## config.mk

```make
export PLATFORM = sky130hd
export DESIGN_NAME = arm_playback_sequencer
export DESIGN_NICKNAME = d
export VERILOG_FILES = /design/src/rtl/arm_pkg.sv /design/src/rtl/arm_dwell_timer.sv /design/src/rtl/arm_playback_sequencer.sv
export SDC_FILE = /design/constraint.sdc
export NUM_CORES = 1
export LEC_CHECK = 0
export CAP_MARGIN = 20
export CORE_MARGIN = 2
export CORE_UTILIZATION = 30
export CTS_CLUSTER_SIZE = 20
export DETAILED_ROUTE_END_ITERATION = 12
export PLACE_DENSITY = 0.61
export SYNTH_ARGS = -nofsm -noshare
export SYNTH_HDL_FRONTEND = slang
export SYNTH_SLANG_ARGS = --single-unit
export TNS_END_PERCENT = 100
```

## constraint.sdc

```tcl
create_clock -name clk -period 2.3 [get_ports clk]
set_clock_uncertainty 0.05 [all_clocks]
set_input_delay 0.46 -clock clk [delete_from_list [all_inputs] [get_ports clk]]
set_output_delay 0.46 -clock clk [all_outputs]
set_load 0.02 [all_outputs]
```

## src/rtl/arm_pkg.sv

```systemverilog
// Shared types and field layout for the arm position playback path.
package arm_pkg;

  typedef enum logic [2:0] {
    StIdle,
    StFetch,
    StWaitData,
    StHold,
    StPaused,
    StDone
  } arm_state_e;

  localparam int unsigned AXIS_WIDTH = 10;
  localparam int unsigned X_LSB      = 20;
  localparam int unsigned Y_LSB      = 10;
  localparam int unsigned Z_LSB      = 0;

endpackage

```

## src/rtl/arm_dwell_timer.sv

```systemverilog
// Loadable down-counter with freeze; tc flags a count of zero.
module arm_dwell_timer #(
  parameter int unsigned WIDTH = 8
) (
  input  logic             clk,
  input  logic             rst,
  input  logic             load,
  input  logic [WIDTH-1:0] load_val,
  input  logic             en,
  output logic             tc
);

  logic [WIDTH-1:0] count_q;

  always_ff @(posedge clk) begin
    if (rst) begin
      count_q <= '0;
    end else if (load) begin
      count_q <= load_val;
    end else if (en && (count_q != '0)) begin
      count_q <= count_q - 1'b1;
    end
  end

  assign tc = (count_q == '0);

endmodule

```

## src/rtl/arm_playback_sequencer.sv

```systemverilog
// Walks the position memory, presents each X/Y/Z word for a dwell time, and
// pauses while the accelerometer path owns the shared outputs.
module arm_playback_sequencer #(
  parameter int unsigned DATA_WIDTH    = 30,
  parameter int unsigned AXIS_WIDTH    = 10,
  parameter int unsigned ADDRESS_WIDTH = 4,
  parameter int unsigned NUM_POSITIONS = 16,
  parameter int unsigned DWELL_CYCLES  = 50_000_000,
  parameter int unsigned RD_TIMEOUT    = 15,
  parameter bit          LOOP_EN       = 1'b1
) (
  input  logic                     clk,
  input  logic                     rst,
  input  logic                     start,
  input  logic                     stop,
  input  logic                     select_source,
  output logic [ADDRESS_WIDTH-1:0] mem_addr,
  output logic                     mem_rd_en,
  input  logic [DATA_WIDTH-1:0]    mem_rd_data,
  input  logic                     mem_rd_valid,
  output logic [AXIS_WIDTH-1:0]    x_out,
  output logic [AXIS_WIDTH-1:0]    y_out,
  output logic [AXIS_WIDTH-1:0]    z_out,
  output logic                     pos_valid,
  output logic                     busy,
  output logic                     done,
  output logic                     rd_err
);

  import arm_pkg::*;

  localparam int unsigned MAX_LOAD = (DWELL_CYCLES > RD_TIMEOUT) ? DWELL_CYCLES : RD_TIMEOUT;
  localparam int unsigned CNT_W    = $clog2(MAX_LOAD + 1);
  localparam logic [CNT_W-1:0] DWELL_LOAD   = CNT_W'(DWELL_CYCLES - 1);
  localparam logic [CNT_W-1:0] TIMEOUT_LOAD = CNT_W'(RD_TIMEOUT - 1);
  localparam logic [ADDRESS_WIDTH-1:0] LAST_ADDR = ADDRESS_WIDTH'(NUM_POSITIONS - 1);

  arm_state_e state_q, state_d, resume_q;

  logic [ADDRESS_WIDTH-1:0] addr_q;
  logic [AXIS_WIDTH-1:0]    x_q, y_q, z_q;
  logic                     pos_valid_q, rd_err_q;

  logic accept_start, latch_data, rd_timeout, advance, pause;
  logic timer_load, timer_en, timer_tc;
  logic [CNT_W-1:0] timer_val;

  always_ff @(posedge clk) begin
    if (rst) begin
      state_q <= StIdle;
    end else begin
      state_q <= state_d;
    end
  end

  always_comb begin
    state_d      = state_q;
    accept_start = 1'b0;
    latch_data   = 1'b0;
    rd_timeout   = 1'b0;
    advance      = 1'b0;
    pause        = 1'b0;
    unique case (state_q)
      StIdle: begin
        if (start && !stop) begin
          state_d      = StFetch;
          accept_start = 1'b1;
        end
      end
      StFetch: begin
        if (stop) begin
          state_d = StIdle;
        end else if (select_source) begin
          state_d = StPaused;
          pause   = 1'b1;
        end else begin
          state_d = StWaitData;
        end
      end
      // select_source is deliberately ignored until the read resolves.
      StWaitData: begin
        if (stop) begin
          state_d = StIdle;
        end else if (mem_rd_valid) begin
          state_d    = StHold;
          latch_data = 1'b1;
        end else if (timer_tc) begin
          state_d    = StIdle;
          rd_timeout = 1'b1;
        end
      end
      StHold: begin
        if (stop) begin
          state_d = StIdle;
        end else if (select_source) begin
          state_d = StPaused;
          pause   = 1'b1;
        end else if (timer_tc) begin
          advance = 1'b1;
          state_d = ((addr_q == LAST_ADDR) && !LOOP_EN) ? StDone : StFetch;
        end
      end
      StPaused: begin
        if (stop) begin
          state_d = StIdle;
        end else if (!select_source) begin
          state_d = resume_q;
        end
      end
      StDone: begin
        if (stop) begin
          state_d = StIdle;
        end else if (start) begin
          state_d      = StFetch;
          accept_start = 1'b1;
        end
      end
      default: state_d = StIdle;
    endcase

    // One timer serves both the read timeout and the dwell count.
    timer_load = ((state_q == StFetch) && (state_d == StWaitData)) || latch_data;
    timer_val  = latch_data ? DWELL_LOAD : TIMEOUT_LOAD;
    timer_en   = (state_q == StWaitData) ||
                 ((state_q == StHold) && !select_source && !stop);
  end

  always_comb begin
    busy      = state_q inside {StFetch, StWaitData, StHold, StPaused};
    done      = (state_q == StDone);
    mem_rd_en = (state_q == StFetch) && !stop && !select_source;
  end

  always_ff @(posedge clk) begin
    if (rst) begin
      addr_q      <= '0;
      x_q         <= '0;
      y_q         <= '0;
      z_q         <= '0;
      pos_valid_q <= 1'b0;
      rd_err_q    <= 1'b0;
      resume_q    <= StFetch;
    end else begin
      if (accept_start) begin
        addr_q <= '0;
      end else if (advance && (state_d == StFetch)) begin
        addr_q <= (addr_q == LAST_ADDR) ? '0 : addr_q + 1'b1;
      end
      if (pause) begin
        resume_q <= state_q;
      end
      if (latch_data) begin
        x_q <= mem_rd_data[X_LSB +: AXIS_WIDTH];
        y_q <= mem_rd_data[Y_LSB +: AXIS_WIDTH];
        z_q <= mem_rd_data[Z_LSB +: AXIS_WIDTH];
      end
      pos_valid_q <= latch_data;
      if (accept_start) begin
        rd_err_q <= 1'b0;
      end else if (rd_timeout) begin
        rd_err_q <= 1'b1;
      end
    end
  end

  arm_dwell_timer #(
    .WIDTH(CNT_W)
  ) u_timer (
    .clk     (clk),
    .rst     (rst),
    .load    (timer_load),
    .load_val(timer_val),
    .en      (timer_en),
    .tc      (timer_tc)
  );

  assign mem_addr  = addr_q;
  assign x_out     = x_q;
  assign y_out     = y_q;
  assign z_out     = z_q;
  assign pos_valid = pos_valid_q;
  assign rd_err    = rd_err_q;

endmodule
```

==> summary.md, run 1 <==
| Metric | Value |
|---|---|
| Status | `finished clean` |
| Synth cell count leaders | `nand2_1 (78), dfxtp_1 (68), a21oi_1 (52)` |
| Die Footprint | `11720 um^2` |
| CTS Buf Count | `9` |
| Startpoint class of the critical path | `input pin` |
| DPL Wire Length | `around 6300 um` |
| Maxcap violations | `0` |
| Num ports | `75` |
| Worst Hold Depth | `2` |
| CTS Sinks | `68` |
| Reg clk slew, reported paths | `70 ps` |
| Root Buffer | `clkbuf_8` |
| Mapped cell area | `~3300 um^2` |
| Drc violations | `0` |
| Crit end category | `output port` |
| EDFF count, synth | `0` |
| Largest net degree at the start of global routing | `55` |
| Hold Slack | `402.9 ps` |
| Total gr overflow | `0` |
| # diodes | `0` |
| WHS Endpoint | `x_out[6]` |
| CTS tree | `done` |
| Sum Neg Setup Slack | `0 ps` |
| Synth Register Bits | `68` |
| Final setup viols | `0` |
| VDD IR max | `0.3446 mV` |
| Wire per inst | `14.12 um` |
| Initial antenna violation count | `0` |
| Placed instance count | `621` |
| Period utilisation layout | `0.9463` |
| Area taken by multi-input logic gates | `1740 um^2` |
| Net Count, Synth | `437` |
| FF-to-FF setup slack | `~180 ps` |
| Crit-path cells | `clkdlybuf4s50_1, nor2_2, nand3_1, inv_2, clkdlybuf4s15_1` |
| Min-delay src | `x_out[6]` |
| Global-route wire length before repair | `14700 um` |
| Worst R2R Start | `u_timer.count_q[10]` |
| Core footprint | `between 10000 and 15000 um^2` |
| Share of cells above drive strength 1 | `0.1529` |
| Max FO, Critical Path | `6` |
| Mean post-synth cell area | `8.175 um^2` |
| Hold buffers post-CTS | `0` |
| First DRT Iteration DRCs | `208` |
| Post-Synthesis Cells | `399` |
| Yosys warns | `0` |
| Critical R2R Capture | `u_timer.count_q[25]` |
| Max Buffers Root-to-Sink | `2` |
| Total Routing Usage GR | `0.1584` |
| Register-to-Register Path Depth | `5` |
| Largest stage delay on the critical path | `520 ps` |
| Share of the synthesized area in the top cell type | `0.4173` |
| Crit path time final | `2177 ps` |
| Distinct cell type count after synthesis | `62` |
| CTS H-Tree Depth | `3` |
| FF+latch area | `~1400 um^2` |
| Crit path max-delay cell type | `clkdlybuf4s50_1` |
| Critical path class | `in -> out` |
| CP Data Required Time | `1790 ps` |
| Final hold violations | `0` |
| Cell with the most instances after synthesis | `nand2_1` |
| Max transition margin | `0.6019` |
| Dominant synthesized flop cell | `dfxtp_1` |
| Cell Rows | `38` |
| RSZ-0062 raised after global routing | `false` |
| Vias in the first global route | `3089` |
| Power Density | `~600 nW/um^2` |
| Final ANT Viol Nets | `0` |
| Layout fillers | `1078` |
| Async set or reset register ratio after synthesis | `0` |
| I/O Buffers | `74` |
| Die Ht | `108.3 um` |
| Final wirelength | `approximately 9000 um` |
| RD Place Congestion | `0.8494` |
| Initial core utilization | `0.3036` |
| P&R area growth vs syn | `40.01%` |
| Routed vias | `3249` |
| Worst EP arrival | `around 1700 ps` |
| Post-synth top area cell | `dfxtp_1` |
| LEAKAGE | `about 1.7 nW` |
| Max-slew violation count | `0` |
| Die extent in x | `about 110 um` |
| Slew @ Worst Pin | `597.2 ps` |
| Skew-Pair Late Insertion Delay | `350 ps` |
| Min-delay worst type | `reg -> reg` |
| Post-route insts no fill | `637` |
| Drt first pass iters | `5` |
| Highest clock rate | `0.4594 GHz` |
| Post-synthesis sequential area ratio | `0.4173` |
| Synth top area cells | `dfxtp_1 (42%), nand2_1 (9.0%), a21oi_1 (8.0%)` |
| Fin nets | `530` |
| Avg Vias per Cell | `~5.1` |
## metrics by stage
step	util	worst slack, ps	power, mW	area (um^2)
3_3_place_gp	0.4034	-192.4	1.645	4334
5_1_grt	0.4250	10.44	2.850	4567
6_report	0.4250	123.4	2.727	4567
2_1_floorplan	-	345.5	1.504	3262
3_5_place_dp	0.4034	-191.9	1.647	4334
4_1_cts	0.4238	14.03	2.755	4554
## registers in the layout (all words and copies together) (netlist names)
name and cells:
u_timer.count_q 26, x_out 10, y_out 10, z_out 10, mem_addr 4, resume_q 3
state_q 3, pos_valid 1, rd_err 1
## routing by layer
layer  GRT usage  wire length (um)
met5           0                 0
met4     0.05586               121
met3     0.06269               866
met2      0.2484              4073
met1      0.1976              3934
## layout by cell type, fill, tap and decap left out, types with 9 or more instances in the layout
master / instances
nor3_1: 10
a31oi_1: 15
a21oi_1: 52
clkbuf_8: 9
clkdlybuf4s50_1: 70
buf_4: 34
dfxtp_1: 66
nand2_1: 78
nor2_1: 27
xnor2_1: 10
## worst max path at each step
stage	from	endpoint	slack (ps)	cells past startpoint
after floorplan	u_timer.count_q[0]	u_timer.count_q[8]	350	8
after global placement	stop	mem_rd_en	-190	5
after detailed placement	stop	mem_rd_en	-190	5
after CTS	state_q[2]	done	10	3
after global routing	u_timer.count_q[0]	u_timer.count_q[10]	10	8
final	stop	mem_rd_en	120	5
## timing repair
item / CTS / global route
gates cloned: 0 / 0
endpoints found under the setup margin: 2 / 3
setup buffers: 0 / 0
hold endpoints to repair: 0 / 0
resized for setup: 3 / 6
## cells by family after synthesis
group | count (synthesis) | synth area share
xor+xnor | 14 | 0.03759
buf+inv | 37 | 0.05293
fa+ha+maj | 2 | 0.007670
mux | 2 | 0.006138
compound gates | 107 | 0.2064
flops | 68 | 0.4173
simple gates | 169 | 0.2720
## worst max-delay path: cells and delay by family
| family | cells | cell delay, ps |
|---|---|---|
| buffers and inverters | 3 | 900 |
| AND/OR/NAND/NOR | 2 | 300 |
## power breakdown
group	total, mW	switching [mW]	internal (mW)
logic	0.417	0.226	0.191
registers	1.21	0.0169	1.19
clock network	1.10	0.486	0.618
## final cells by class
class | count | area share
repair buffers | 110 | 0.2268
well taps | 140 | 0.03836
inverters | 9 | 0.007397
flip-flops and latches | 68 | 0.2986
clock inverters | 5 | 0.01890
clock buffers | 11 | 0.02877
multi-input cells | 294 | 0.3811
Power figures use the tool's default switching activity.
==> inputs of run 2 (changes only) <==
- ABC_AREA: default -> 1
- SKIP_CTS_REPAIR_TIMING: default -> 1
==> summary.md, run 2 <==
| Metric | Value |
|---|---|
| Status | `finished clean` |
| Max FO, Critical Path | `5 (-1)` |
| Register-to-Register Path Depth | `9 (+4)` |
| Die extent in x | `110 um (+1.6%)` |
| P&R area growth vs syn | `39.50%` |
| Startpoint class of the critical path | `register` |
| # diodes | `0 (unchanged)` |
| Worst EP arrival | `1610 ps (-60 ps)` |
| First DRT Iteration DRCs | `82 (-61%)` |
| Die Footprint | `12100 um^2 (+3.2%)` |
| Total Routing Usage GR | `0.1583 (about the same)` |
| Max reg flops | `26 (unchanged)` |
| Pint | `2.141 mW (+7.1%)` |
| Net Count, Synth | `546 (+25%)` |
| VDD IR max | `0.3270 mV (-5.1%)` |
| Num ports | `75 (unchanged)` |
| Synth Register Bits | `68 (unchanged)` |
| Worst R2R Start | `u_timer.count_q[0]` |
| Hold Slack | `405.4 ps (+2.480 ps)` |
| Core footprint | `10890 um^2 (+1.3%)` |
| Largest stage delay on the critical path | `600 ps (+80 ps)` |
| Drc violations | `0 (unchanged)` |
| CTS tree | `done` |
| Cell Rows | `38 (unchanged)` |
| Crit-path cells | `inv_1, nand3_1, inv_1, clkdlybuf4s50_1` |
| Critical path class | `reg -> out` |
| Highest clock rate | `0.4713 GHz (+2.6%)` |
| RD Place Congestion | `0.8945 (+5.3%)` |
| Slew @ Worst Pin | `406.0 ps (-191.2 ps)` |
| Layout fillers | `1081 (+0.28%)` |
| Worst Hold Depth | `2 (unchanged)` |
| Final setup viols | `0 (unchanged)` |
| Global-route wire length before repair | `15170 um (+3.2%)` |
| Psw | `0.7715 mW (+5.9%)` |
| Most frequent cells in the layout | `nor2_1 (146), nand2_1 (86), clkdlybuf4s50_1 (72), dfxtp_1 (68), o21ai_0 (46)` |
| Period utilisation layout | `0.9225 (-0.02381)` |
| Share of the synthesized area in the top cell type | `0.4039 (-0.01348)` |
| Gate power share | `0.159 (+0.006)` |
| Yosys warns | `0 (unchanged)` |
| Biggest register | `u_timer.count_q` |
| Mapped cell area | `3371 um^2 (+3.3%)` |
| Mean post-synth cell area | `6.635 um^2 (-19%)` |
| Vias in the first global route | `3276 (+6.1%)` |
| Final ANT Viol Nets | `0 (unchanged)` |
| RSZ-0062 raised after global routing | `false` |
| Share of cells above drive strength 1 | `0.09360 (-0.05932)` |
| Avg Vias per Cell | `4.617 (-9.5%)` |
| EDFF count, synth | `0 (unchanged)` |
| CTS H-Tree Depth | `3 (unchanged)` |
| Cell with the most instances after synthesis | `nor2_1` |
| Min-delay src | `resume_q[2]` |
| Initial antenna violation count | `0 (unchanged)` |
| Maxcap violations | `0 (unchanged)` |
| Dominant synthesized flop cell | `dfxtp_1` |
| Final wirelength | `8990 um (about the same)` |
| I/O Buffers | `74 (unchanged)` |
| Max-slew violation count | `0 (unchanged)` |
| CP Data Required Time | `1790 ps (about the same)` |
| Post-synth top area cell | `dfxtp_1` |
| Synth cell count leaders | `nor2_1 (146), nand2_1 (86), dfxtp_1 (68)` |
| Post-Synthesis Cells | `508 (+27%)` |
| Power Density | `619.4 nW/um^2 (+3.7%)` |
| Reg power frac | `0.414 (-0.028)` |
| Largest net degree at the start of global routing | `36 (-35%)` |
| Clk pwr share | `0.427 (+0.022)` |
| Commonest non-fill, non-tap cell in the layout | `nor2_1` |
| Root Buffer | `clkbuf_8` |
| Reg clk slew, reported paths | `80 ps (about the same)` |
| Post-synthesis sequential area ratio | `0.4039 (-0.01348)` |
| Crit path from | `state_q[1]` |
| Fin nets | `642 (+21%)` |
| Max transition margin | `0.7272 (+0.1254)` |
| Die Ht | `110 um (+1.6%)` |
| Final hold violations | `0 (unchanged)` |
| CTS Buf Count | `9 (unchanged)` |
| DPL Wire Length | `6411 um (+1.7%)` |
| Routed vias | `3458 (+6.4%)` |
| Total gr overflow | `0 (unchanged)` |
| Min-delay worst type | `reg -> reg` |
| LEAKAGE | `2.164 nW (+31%)` |
| Design Power | `2.912 mW (+6.8%)` |
| Most frequent CP cell | `inv_1` |
| Initial core utilization | `0.3096 (+0.006021)` |
| Async set or reset register ratio after synthesis | `0 (unchanged)` |
| Skew-Pair Late Insertion Delay | `350 ps (about the same)` |
| Drt first pass iters | `4 (-1)` |
| Max Buffers Root-to-Sink | `2 (unchanged)` |
| CTS Sinks | `68 (unchanged)` |
| Crit path time final | `2122 ps (-54.75 ps)` |
| Wire per inst | `12.00 um (-15%)` |
| Crit end category | `output port` |
| Synth top area cells | `dfxtp_1 (40%), nor2_1 (16%), nand2_1 (9.6%)` |
| Sw frac | `0.2649 (-0.002181)` |
| Crit path max-delay cell type | `clkdlybuf4s50_1` |
| Distinct cell type count after synthesis | `30 (-52%)` |
-- run 2: through the flow --
stage	TNS (ps)	cell area (um^2)	util	setup slack (ps)	instances
global placement	-2229	4420	0.4060	-202.9	730
detailed placement	-3418	4420	0.4060	-222.6	730
CTS	-220.5	4669	0.4289	-220.5	746
global route	0	4702	0.4319	96.03	749
finish	0	4702	0.4319	178.2	749
floorplan	0	3371	-	558.8	508
-- run 2: cells by family (layout without fill, tap and decap cells) --
kind of cell               Yosys count  after routing  synth area share
AOI/OAI and AO/OA                   78             78            0.1255
xor gates and xnor gates             9              9           0.02338
adders and majority gates            2              2          0.007423
buffers and inverters               59            160           0.07163
DFF                                 68             68            0.4039
and+or+nand+nor                    292            292            0.3682
-- run 2: final timing paths --
kind | end | slack (ps)
worst min-delay path | resume_q[2] | 410
worst max-delay path | done | 180
worst min register to register | resume_q[2] | 410
worst max register to register | u_timer.count_q[4] | 360
-- run 2: critical path: cells and delay by family, from the launching register on --
family,cells,cell delay (ps)
and+or+nand+nor,1,130
buffers and inverters,3,810
DFF,1,320
-- run 2: layout make-up --
cell class,instances,area [um^2],share of cell area
sequential,68,1361,0.2895
tap,140,175.2,0.03725
timing repair buffer,100,978.4,0.2081
inverter,44,165.2,0.03512
clock inverter,6,111.4,0.02368
multi-input combinational,381,1773,0.3771
clock buffer,10,137.6,0.02927
-- run 2: power groups by stage --
stage	sequential, mW	combinational, mW	clock (mW)
finish	1.21	0.462	1.24
global route	1.21	0.522	1.32
CTS	1.21	0.462	1.28
detailed placement	1.23	0.459	0
global placement	1.23	0.455	0
floorplan	1.23	0.304	0
-- run 2: routing by layer --
metal	GRT usage	routed length [um]	part of all wire	vias up
met5	0	0	0	-
met2	0.2564	4093	0.46	80
li1	-	-	-	1814
met4	0.06962	183	0.020	0
met3	0.03762	502	0.056	17
met1	0.1998	4211	0.47	1547
==> patch 1: new RTL, flow settings as in run 1 <==
Reset style: asynchronous (`rst`), changed in 3 clocked blocks.
--- a/src/rtl/arm_dwell_timer.sv
+++ b/src/rtl/arm_dwell_timer.sv
@@ -13,5 +13,5 @@
   logic [WIDTH-1:0] count_q;
 
-  always_ff @(posedge clk) begin
+  always_ff @(posedge clk or posedge rst) begin
     if (rst) begin
       count_q <= '0;
--- a/src/rtl/arm_playback_sequencer.sv
+++ b/src/rtl/arm_playback_sequencer.sv
@@ -46,5 +46,5 @@
   logic [CNT_W-1:0] timer_val;
 
-  always_ff @(posedge clk) begin
+  always_ff @(posedge clk or posedge rst) begin
     if (rst) begin
       state_q <= StIdle;
@@ -132,5 +132,5 @@
   end
 
-  always_ff @(posedge clk) begin
+  always_ff @(posedge clk or posedge rst) begin
     if (rst) begin
       addr_q      <= '0;
Function: differs if rst is asserted again (counterexample within 4 cycles, from zero or initial values and one cycle with rst high); with rst held inactive, the same outputs for 10 cycles.
==> patch 1 against run 1 <==
The flow now finishes with violations (negative setup slack); first-iteration DRC count down 16%; worst setup slack got worse by 0.36 ns; fmax is 14% lower; sequential share of layout area grew 4.4 points; design area rose by 9.0%; critical path type is now register to register; register-to-register slack worse by 0.42 ns; synthesized area is 0.54% lower; via count shrank 7.3%; wire length fell by 3.1%; count of clock-buffer cells in the layout shrank 1; sequential cell count is the same; worst hold slack better by 0.017 ns.
Power is not compared: it rests on default switching activity, and its combinational part moved more than twofold at a synthesized area within 25%.
==> patch 1: results (changes against run 1) <==
outcome:
  status: "finished, violations left"
  violations: "negative setup slack"
timing:
  report.final.setup_viol: 26  # +26
  setup_tns_ns: -3.19  # -3.19 ns
  setup_slack_ns: -0.237  # -0.361 ns
  worst_slew_pin_slew_ns: 0.366  # -0.231 ns
global_route:
  grt_max_degree: 45  # -18%
  track_usage_pct: 16.1  # +0.24 points
  grt_pass1_wl_um: 14700  # about the same
  grt_pass1_vias: 3158  # +2.2%
detailed_routing:
  dr.pass1.iters: 4  # -1
  drt_iter0_markers: 175  # -16%
  vias: 3012  # -7.3%
  wl_um: 8720  # -3.1%
yosys:
  async_flop_share_pct: 100  # +100 points
  syn_nets: 392  # -10%
  postSynthCellCount: 354  # -11%
  ys_seq_area_share_pct: 52.5  # +11 points
  synth_ff_type: "dfrtp_1"
  ys_types: 48  # -23%
  synth.top_cells.by_count: "nand2_1, dfrtp_1, nor2_1"
  synth.area.top_cells: "dfrtp_1, nand2_1, or3_1"
setup_path:
  regToRegStartpoint: "u_timer.count_q[9]$_DFFE_PP0P_"
  critPathArrivalTime_ns: 2.77  # +1.10 ns
  worstPathMaxFanout: 3  # -3
  rr_endpoint: "rd_err$_DFFE_PP0P_"
finish:
  diodes: 0  # unchanged
  drive_gt1_share_pct: 22.6  # +7.3 points
  stdcell_count: 623  # -2.2%
  nets: 521  # -1.7%
clocking:
  clockBufferDepth: 2  # unchanged
  cts_buffers: 9  # unchanged
  cts_max_level: 3  # unchanged
worst_hold_path:
  worstHoldPathType: "input pin to async pin"
placed_design:
  post-dp-hpwl_um: 6000  # -4.8%
  placedCellCount: 600  # -3.4%
patch 1: cell types whose count changed in the layout (fill, tap and decap cells not counted), moves of 8 or more:
cell	run 1	this run
o32ai_1	8	0
a31oi_1	15	5
dfrtp_1	0	67
or4_1	1	9
nor2_1	27	17
nand2_1	78	103
dfxtp_1	66	0
a21oi_1	52	7
buf_4	34	56
patch 1: per-stage QoR:
stage | total power, µW | instance area (µm²) | hold slack (ns) | setup WS, ns
detailed placement | 3700 | 4540 | 0.411 | -0.521
floorplan | 2730 | 3260 | 0.406 | -0.402
finish | 4860 | 4980 | 0.420 | -0.237
global placement | 3670 | 4540 | 0.407 | -0.511
CTS | 4830 | 4880 | 0.417 | -0.237
global route | 5180 | 4980 | 0.421 | -0.283
patch 1: final cells by class:
type / instances / area (µm²)
Fill cell: 980 / 5440
Inverter: 9 / 35.0
Multi-Input combinational cell: 258 / 1590
Sequential cell: 68 / 1700
Tap cell: 136 / 170
Timing Repair Buffer: 137 / 1280
Clock buffer: 10 / 128
Clock inverter: 5 / 77.6
patch 1: routing by layer:
metal | vias to the layer above | track usage [%] | wire length [µm]
met5 | - | 0 | 0
met4 | 0 | 6.87 | 148
met3 | 11 | 5.97 | 712
met2 | 81 | 26.1 | 4160
met1 | 1414 | 19.2 | 3700
li1 | 1506 | - | -
patch 1: power groups by stage:
stage | combinational (µW) | sequential, µW | clock, µW
finish | 2010 | 1800 | 1050
global route | 2200 | 1850 | 1130
CTS | 1960 | 1790 | 1080
detailed placement | 1900 | 1800 | 0
global placement | 1880 | 1790 | 0
floorplan | 647 | 2090 | 0
patch 1: worst max-delay path by stage:
stage	startpoint	to	slack, ns	depth (start not counted)
floorplan	u_timer.count_q[7]$_DFFE_PP0P_	rd_err$_DFFE_PP0P_	-0.40	7
global placement	select_source	mem_rd_en	-0.51	5
detailed placement	select_source	mem_rd_en	-0.52	5
CTS	u_timer.count_q[9]$_DFFE_PP0P_	rd_err$_DFFE_PP0P_	-0.24	5
global route	u_timer.count_q[9]$_DFFE_PP0P_	rd_err$_DFFE_PP0P_	-0.28	5
finish	u_timer.count_q[9]$_DFFE_PP0P_	rd_err$_DFFE_PP0P_	-0.24	5
patch 1: worst max-delay path: stages (launching register included):
cell and delay [ns]:
dfrtp_1 0.39, or4_4 0.54, or4_4 0.54, or3_4 0.41, or4_4 0.42, a21oi_2 0.12
patch 1: logic make-up after synthesis:
kind of cell	Yosys count	synth area share [%]
AND/OR/NAND/NOR	191	28.2
adder cells (fa/ha/maj)	2	0.771
AO/OA/AOI/OAI	53	11.5
multiplexers	6	1.93
buffers and inverters	28	3.55
flip-flops	68	52.5
XOR/XNOR	6	1.62
patch 1: repair_timing:
item	4_1_cts	5_1_grt
gates resized for setup	25	18
endpoints found under the setup margin	32	34
setup buffers	5	2
pin swaps	6	5
gates cloned	0	1
==> patch 2: new RTL, settings of run 1 <==
Made on the original files. `LOOP_EN`: 1'b1 -> 1'b0.
--- a/src/rtl/arm_playback_sequencer.sv
+++ b/src/rtl/arm_playback_sequencer.sv
@@ -8,5 +8,5 @@
   parameter int unsigned DWELL_CYCLES  = 50_000_000,
   parameter int unsigned RD_TIMEOUT    = 15,
-  parameter bit          LOOP_EN       = 1'b1
+  parameter bit          LOOP_EN       = 1'b0
 ) (
   input  logic                     clk,
Formal check against the unedited RTL: same outputs for any inputs over 10 cycles, from zero or initial values and one cycle with rst high; that may be too few to reach the edited logic, so the function may still have changed.
==> patch 2 against run 1 <==
Synthesized area shrank 2.5%; wire length down 1.7%; largest power group unchanged; count of clock-buffer cells in the layout fell by 1; worst setup slack worse by 0.070 ns; total power decreased by 6.2%; design area is 1.5% higher; sequential cell count is the same; largest cell class unchanged.
==> patch 2: results (changes against run 1) <==
detailed_routing:
  dr.pass1.iters: 6  # +1
  wl_met3_um: 532  # -39%
  vias_per_cell: 4.95  # -2.9%
  met1_length_um: 3920  # -0.48%
setup_path:
  rr_endpoint: "u_timer.count_q[21]$_SDFFE_PP0P_"
  critical_path_class: "register to register"
  critPathArrivalTime_ns: 2.49  # +0.82 ns
  critical_path.max_stage_delay_ns: 0.55  # +0.03 ns
  slowest_stage: "or4_4"
global_route:
  met3_usage_pct: 5.84  # -0.43 points
  use_met1_pct: 18.9  # -0.83 points
  track_usage_pct: 16.2  # +0.32 points
  grt_max_degree: 43  # -22%
clocking:
  post_cts_resize_count: 6  # +3
placed_design:
  post-dp-hpwl_um: 6290  # -0.25%
  place_area_um2: 4340  # about the same
  place_ws_ns: -0.245  # -0.0532 ns
  gp_congestion: 0.809  # -4.8%
yosys:
  synth_compound_area_share_pct: 16.1  # -4.5 points
  avgSynthCellArea_um2: 8.01  # -2.0%
  yosys.area_share.xor_xnor_pct: 2.75  # -1.0 points
  synth.area.mux_share_pct: 1.57  # +0.96 points
  ys_seq_area_share_pct: 42.8  # +1.1 points
outcome:
  status: "complete, no violations"
worst_hold_path:
  hold_path_startpoint: "y_out[7]$_SDFFE_PP0P_"
## patch 2: cell type report
class / count / area, µm²
fillers: 1042 / 5690
multi-input cells: 298 / 1750
flip-flops and latches: 68 / 1360
repair buffers: 124 / 1110
well taps: 136 / 170
clock buffers: 10 / 128
clock inverters: 6 / 88.8
inverters: 7 / 26.3
## patch 2: cell families (layout without fill, tap and decap cells)
logic type               Yosys count  in the layout
flip-flops                        68             68
AO/OA/AOI/OAI                     85             85
adder cells (fa/ha/maj)            2              2
multiplexers                       5              5
XOR/XNOR                          10             10
AND/OR/NAND/NOR                  196            196
buffers and inverters             31            147
## patch 2: where the power goes
group	leakage (µW)	switching [µW]	internal (µW)
sequential	0.000549	9.95	1180
combinational	0.00110	131	146
clock	0.000102	475	611
total	0.00175	616	1940
## patch 2: worst register-to-register path: cells and delay by family, from the launching register on
family          cells  cell delay [ns]
compound gates      2             0.28
flops               1             0.36
simple gates        3             1.51
